`src/rtl/mda_attr_sequencer.sv`:
```
// mda_attr_sequencer
//   Latches one character cell and shifts out 9 dots per cell. It applies the
//   MDA attribute rules: underline, reverse, non-display, intensity, character
//   blink and cursor blink. It also owns the frame counter that paces both
//   blink phases.
// Ports:
//   clk, reset_n        pixel clock, async active-low reset
//   pix_strobe          advance one dot
//   char_load           load a new cell (only together with pix_strobe)
//   glyph_row/char_code/attr/cursor_hit   cell contents captured at load
//   underline_row/display_enable/blink_enable   sampled live on every strobe
//   vsync               frame counter increments on its rising edge
//   video/intensity     registered dot outputs, 1 clk after the strobe
module mda_attr_sequencer #(
  parameter int CURSOR_BIT = 3,
  parameter int BLINK_BIT  = 4
) (
  input  logic       clk,
  input  logic       reset_n,
  input  logic       pix_strobe,
  input  logic       char_load,
  input  logic [7:0] glyph_row,
  input  logic [7:0] char_code,
  input  logic [7:0] attr,
  input  logic       cursor_hit,
  input  logic       underline_row,
  input  logic       display_enable,
  input  logic       blink_enable,
  input  logic       vsync,
  output logic       video,
  output logic       intensity
);

  localparam logic [3:0] DOT_IDLE = 4'd9;

  logic [7:0] glyph_q, code_q, attr_q;
  logic       cur_q;
  logic [3:0] dot_q;
  logic       video_q, inten_q;
  logic       vsync_q;
  logic [4:0] frame_q;

  logic [7:0] glyph_d, code_d, attr_d;
  logic       cur_d;
  logic [3:0] dot_d;
  logic       video_d, inten_d;
  logic [2:0] bit_idx;
  logic       fg, fg_eff;
  logic       nondisp, rev, uline;

  // The dot emitted on a strobe uses the post-strobe cell and dot index, so a
  // load shows dot 0 of the new cell immediately (no bubble).
  always_comb begin
    glyph_d = char_load ? glyph_row  : glyph_q;
    code_d  = char_load ? char_code  : code_q;
    attr_d  = char_load ? attr       : attr_q;
    cur_d   = char_load ? cursor_hit : cur_q;
    if (char_load)               dot_d = 4'd0;
    else if (dot_q >= DOT_IDLE)  dot_d = DOT_IDLE;
    else                         dot_d = dot_q + 4'd1;

    bit_idx = 3'd7 - dot_d[2:0];
    fg = 1'b0;
    if (dot_d < 4'd8)       fg = glyph_d[bit_idx];
    else if (dot_d == 4'd8) fg = (code_d[7:5] == 3'b110) & glyph_d[0];

    nondisp = (attr_d[6:4] == 3'd0) && (attr_d[2:0] == 3'd0);
    rev     = (attr_d[6:4] == 3'd7) && (attr_d[2:0] == 3'd0);
    uline   = (attr_d[6:4] == 3'd0) && (attr_d[2:0] == 3'd1) && underline_row;

    if (uline) fg = 1'b1;
    fg_eff = fg & ~(blink_enable & attr_d[7] & ~frame_q[BLINK_BIT]);

    video_d = 1'b0;
    inten_d = 1'b0;
    if (!display_enable || dot_d == DOT_IDLE) begin
      video_d = 1'b0;
      inten_d = 1'b0;
    end else if (cur_d && frame_q[CURSOR_BIT]) begin
      video_d = 1'b1;
      inten_d = attr_d[3];
    end else if (nondisp) begin
      video_d = 1'b0;
      inten_d = 1'b0;
    end else if (rev) begin
      // attr[7] acts as bright background only when blink is disabled
      video_d = ~fg_eff;
      inten_d = attr_d[7] & ~blink_enable & ~fg_eff;
    end else begin
      video_d = fg_eff;
      inten_d = attr_d[3] & fg_eff;
    end
  end

  always_ff @(posedge clk or negedge reset_n) begin
    if (!reset_n) begin
      glyph_q <= '0;
      code_q  <= '0;
      attr_q  <= '0;
      cur_q   <= 1'b0;
      dot_q   <= DOT_IDLE;
      video_q <= 1'b0;
      inten_q <= 1'b0;
      vsync_q <= 1'b0;
      frame_q <= '0;
    end else begin
      vsync_q <= vsync;
      if (vsync && !vsync_q) frame_q <= frame_q + 5'd1;
      if (pix_strobe) begin
        glyph_q <= glyph_d;
        code_q  <= code_d;
        attr_q  <= attr_d;
        cur_q   <= cur_d;
        dot_q   <= dot_d;
        video_q <= video_d;
        inten_q <= inten_d;
      end
    end
  end

  assign video     = video_q;
  assign intensity = inten_q;

endmodule

```
`config.mk`:
```
export PLATFORM = sky130hd
export DESIGN_NAME = mda_attr_sequencer
export DESIGN_NICKNAME = d
export VERILOG_FILES = /design/src/rtl/mda_attr_sequencer.sv
export SDC_FILE = /design/constraint.sdc
export NUM_CORES = 1
export LEC_CHECK = 0
export ABC_CLOCK_PERIOD_IN_PS = 7000
export CAP_MARGIN = 10
export CORE_MARGIN = 2
export CORE_UTILIZATION = 55
export CTS_CLUSTER_SIZE = 16
export DETAILED_ROUTE_END_ITERATION = 7
export PLACE_DENSITY_LB_ADDON = 0.05
export SYNTH_ARGS = -nofsm -noshare
export SYNTH_HDL_FRONTEND = slang
export SYNTH_SLANG_ARGS = --single-unit
```
`constraint.sdc`:
```
create_clock -name clk -period 7 [get_ports clk]
set_input_delay 1.4 -clock clk [delete_from_list [all_inputs] [get_ports clk]]
set_output_delay 1.4 -clock clk [all_outputs]
set_load 0.05 [all_outputs]
```
; After elaboration in Yosys (flattened, before gate mapping)
; Index checks and enable logic that the tools add are counted.
[word_totals]
register_bits = 37
out_inout_bits = 2
wordCells = 63
in_bits = 33
[op_classes]
n_reduce_logical = 12
n_addsub = 3
muxes = 19
n_eq_ne = 5
bitwise = 11
order_cmp = 3
[ops]
columns = cell, count
row1 = 2-to-1 mux 8 bit, 3
row2 = 2-to-1 mux 1 bit, 13
row3 = "== test 4 bit, second input constant", 2
row4 = 2-to-1 mux 4 bit, 2
row5 = bitwise AND 1 bit, 7
row6 = "== test 3 bit, second input constant", 2
row7 = logical AND 1 bit, 6
row8 = logical NOT 3 bit, 2
row9 = "adder 5 x 1 -> 5 bit, second input constant", 1
row10 = "adder 4 x 1 -> 4 bit, second input constant", 1
row11 = ">= comparator 4 bit, second input constant", 1
row12 = "< comparator 3 x 4 -> 1 bit, second input constant", 1
row13 = "< comparator 4 bit, second input constant", 1
row14 = inverter 1 bit, 4
row15 = binary-select mux 1 bit (select 3 bit), 1
row16 = "== test 3 x 1 -> 1 bit, second input constant", 1
row17 = "subtractor 3 bit, first input constant", 1
row18 = logical NOT 1 bit, 2
row19 = AND reduction 2 bit, 1
row20 = logical OR 1 bit, 1

; Depth between registers and ports, before layout
[depth]
word_depth = 15
depth_mapped = 10
mapped_depth_nobuf = 9

; Worst setup path before layout
; OpenSTA, ideal clock, no wires.
[synth_timing]
kind = input -> register
startpoint = input char_load
endpoint = register inten_q, in the netlist intensity
stages = 7
n_path_buf = 2
arrival_time_ns = 2.506
required_ns = 6.861
setup_time_ns = 0.139
setup_slack_ns = 4.355
path_cell_list = buf_2 -> buf_2 -> nor4_1 -> a21oi_1 -> nand4_2 -> mux2i_1 -> o221ai_1
[synth_between]
elab_chain_cells = 13
word_cells_on_any_way = 38
cone_classes = add/sub: 1 / order compare: 1 / eq/ne: 5 / mux: 14 / bitwise: 9 / reduce/logical: 8
[synth_lines]
columns = element, line
row1 = "start, declared", 21  ; input logic char_load,
row2 = 2-to-1 mux 4 bit / 2-to-1 mux 8 bit (equally long branches), "58, 55"
row3 = subtractor 3 bit / == test 3 bit (equally long branches), "62, 65"
row4 = binary-select mux 1 bit (select 3 bit) / bitwise AND 1 bit (equally long branches), "64, 65"
row5 = "2-to-1 mux 1 bit, on equally long branches", "64, 65"
row6 = 2-to-1 mux 1 bit, 64  ; if (dot_d < 4'd8) fg = glyph_d[bit_idx];
row7 = 2-to-1 mux 1 bit, 71  ; if (uline) fg = 1'b1;
row8 = bitwise AND 1 bit, 72  ; fg_eff = fg & ~(blink_enable & attr_d[7] & ~frame_q[BLINK_BIT]);
row9 = inverter 1 bit, 88  ; inten_d = attr_d[7] & ~blink_enable & ~fg_eff;
row10 = bitwise AND 1 bit, 88
row11 = 2-to-1 mux 1 bit, 85  ; end else if (rev) begin
row12 = 2-to-1 mux 1 bit, 82  ; end else if (nondisp) begin
row13 = 2-to-1 mux 1 bit, 79  ; end else if (cur_d && frame_q[CURSOR_BIT]) begin
row14 = 2-to-1 mux 1 bit (*), 76  ; if (!display_enable || dot_d == DOT_IDLE) begin
row15 = "end signal, assigned", 116  ; inten_q <= inten_d;
row16 = "end, declared", 39  ; logic video_q, inten_q;
; Mark *: on every way between the ends. The rest lies on a longest branch, timed or not. The select of a mux whose other input is x is not followed.
; A chain may end at the register's enable or synchronous reset.

; Worst setup path after layout
; Ends and elaborated chain as after synthesis.

==> metrics.txt <==
status=finished, final reports clean; Post-Synthesis Cells=154; CTS Hold Bufs=0; Switching Power=0.156 mW; synthesized area per cell=11.2 µm²; Starting Density=0.573; IO Port Bufs=29; reg-to-reg setup timing slack=4.31 ns; top-count cell post-synth=dfrtp_1; clock-pin slew on the worst setup and hold paths=0.11 ns; FP Rows=20; Slew @ Worst Pin=0.931 ns; Power Dens Cells=238 nW/µm²; chip height=60.0 µm; maximum clock frequency=0.279 GHz; routed wire length=3350 µm; total negative slack=0 ns; Initial DRC Count=29; Tcrit/Tclk final=0.512; Worst path depth=7; CTS Buf Count=5; Slew HR=0.377; clock latency at the later pin of the worst-skew pair=0.32 ns; Top delay family on crit path=buffers and inverters; via/cell ratio=5.88; post-CTS setup repair buffer count=0; ys flop type=dfrtp_1; FF-to-FF path depth=9; Critical Path End Type=flop; leakage=0.863 nW; clock root cell=clkbuf_4; startpoint class of the critical path=primary input; worst hold path startpoint=frame_q[4]$_DFFE_PN0P_; total core area=3000 µm²; VDD IR-drop max=159 µV; total track usage=0.219; Die Area=3590 µm²; hold path depth=1; number of enable flip-flop cells after synthesis=0; pin count of the biggest net entering global routing=33; Synth Warn #=0; io pins=35; Yosys reg bits=32; WP data arrival=3.78 ns; slowest cell on the critical path=clkdlybuf4s50_1; Worst path max stage delay=1.08 ns; largest area contributor in the netlist=dfrtp_1; placed wire-length estimate=2470 µm; via count=1281; Final ANT Viol Nets=0; internal power=0.343 mW; drt first pass iters=4; vias in the first global route=1342; crit path buf inv count=1; Seq pwr share=0.503; first-pass GRT wire length=5800 µm; top post-synthesis cells by count=dfrtp_1, mux2_2, nand2_1; final hold vios=0; grt ovf=0; H-tree depth=2; Critical Path RT=7.20 ns; PostCTS Resize Cnt=0; sw frac=0.313; min Tclk post-route=3.59 ns; maximum root-to-sink buffer count=2; async set-reset flop share out of synthesis=1.00; Routability Congestion=0.737; Synth top area share=0.436; Final Cell Area=2090 µm²; nets@finish=221; clock network fraction of total power=0.229; RSZ-0062 raised after global routing=no; DP Area=2030 µm²; Die X-Extent=60.0 µm; Hold EP=frame_q[4]$_DFFE_PN0P_; main area contributors after synthesis=dfrtp_1, mux2_2, mux2i_1; routed length per placed instance=15.4 µm; CP cell instances=clkdlybuf4s50_1, mux2_2, and4b_1, a21oi_1, nand4_2, mux2i_1, o221ai_1; Combinational Power Share=0.268; initial antenna violation count=0; crit path max fanout=25; CTS tree=done; Reg-to-Reg End=intensity$_DFFE_PN0P_; post-synthesis cell type count=43; max-slew violation count=0; Seq/Total Area, Yosys=0.467; diode count=0; crit path kind=primary input to flop; Min-Delay Path Class=flop to flop; ratio of cells with drive above 1 in the final layout=0.211; synthesis-to-layout area growth=21.7%; Clock Sinks=32; Mapped Area=1720 µm²; Syn Nets=191; worst reg2reg path startpoint=dot_q[1]$_DFFE_PN0P_; endpoints failing setup=0; Layout Skew=0.00419 ns; drt drc=0; # Max-Cap Violations=0
power by group through the flow:
stage               Sequential, mW  Clock (mW)  Combinational (mW)
finish                       0.251       0.114               0.134
global route                 0.256       0.127               0.148
CTS                          0.251       0.118               0.135
detailed placement           0.255           0               0.134
global placement             0.251           0               0.128
floorplan                    0.253           0              0.0873
sequential cells by signal, indices dropped and copies added (netlist names):
| register | count |
|---|---|
| vsync_q | 1 |
| glyph_q | 8 |
| video | 1 |
| dot_q | 4 |
| intensity | 1 |
| frame_q | 5 |
| code_q | 3 |
| attr_q | 8 |
| cur_q | 1 |
worst max-delay path by stage:
stage	slack, ns	startpoint	endpoint
finish	3.41	char_load	intensity$_DFFE_PN0P_
global route	3.22	char_load	attr_q[3]$_DFFE_PN0P_
CTS	3.43	char_load	intensity$_DFFE_PN0P_
detailed placement	3.05	char_load	intensity$_DFFE_PN0P_
global placement	3.16	char_load	code_q[6]$_DFFE_PN0P_
floorplan	4.35	char_load	intensity$_DFFE_PN0P_
layout make-up:
cell class                      instances  area, µm²
Inverter                                4       15.0
Tap cell                               33       41.3
Fill cell                             248        908
Timing Repair Buffer                   30        298
Clock buffer                            6       51.3
Clock inverter                          2       15.0
Multi-Input combinational cell        111        871
Sequential cell                        32        803
placed cells by master (no fill, tap or decap), types with 4 or more instances in the layout:
cell type,instances
dfrtp_1,30
o21ai_0,5
clkdlybuf4s50_1,29
nor2_1,4
mux2_2,23
nand2_1,12
ha_1,4
a21oi_1,8
clkbuf_4,5
mux2i_1,7
nor2b_1,6
nand4_1,4
stage by stage:
step / hold slack, ns / utilization / instances / worst slack [ns] / power, mW
2_1_floorplan: 0.446 / - / 154 / 4.35 / 0.341
3_3_place_gp: 0.478 / 0.675 / 210 / 3.16 / 0.379
3_5_place_dp: 0.482 / 0.675 / 210 / 3.05 / 0.389
4_1_cts: 0.497 / 0.698 / 218 / 3.43 / 0.504
5_1_grt: 0.529 / 0.698 / 218 / 3.22 / 0.532
6_report: 0.488 / 0.698 / 218 / 3.41 / 0.499
cell families after synthesis:
kind of cell,count (synthesis),share of synthesized area
flip-flops,32,0.467
AO/OA/AOI/OAI,27,0.106
XOR/XNOR,4,0.0204
multiplexers,32,0.204
buffers and inverters,11,0.0276
AND/OR/NAND/NOR,44,0.146
adder cells (fa/ha/maj),4,0.0291
per-layer routing:
layer	global-route usage	wire (µm)	part of all wire	up-vias
li1	-	-	-	625
met1	0.265	1420	0.42	624
met2	0.380	1750	0.52	26
met3	0.0541	130	0.039	6
met4	0.0698	46	0.014	0
met5	0	0	0	-
Power figures use the tool's default switching activity.
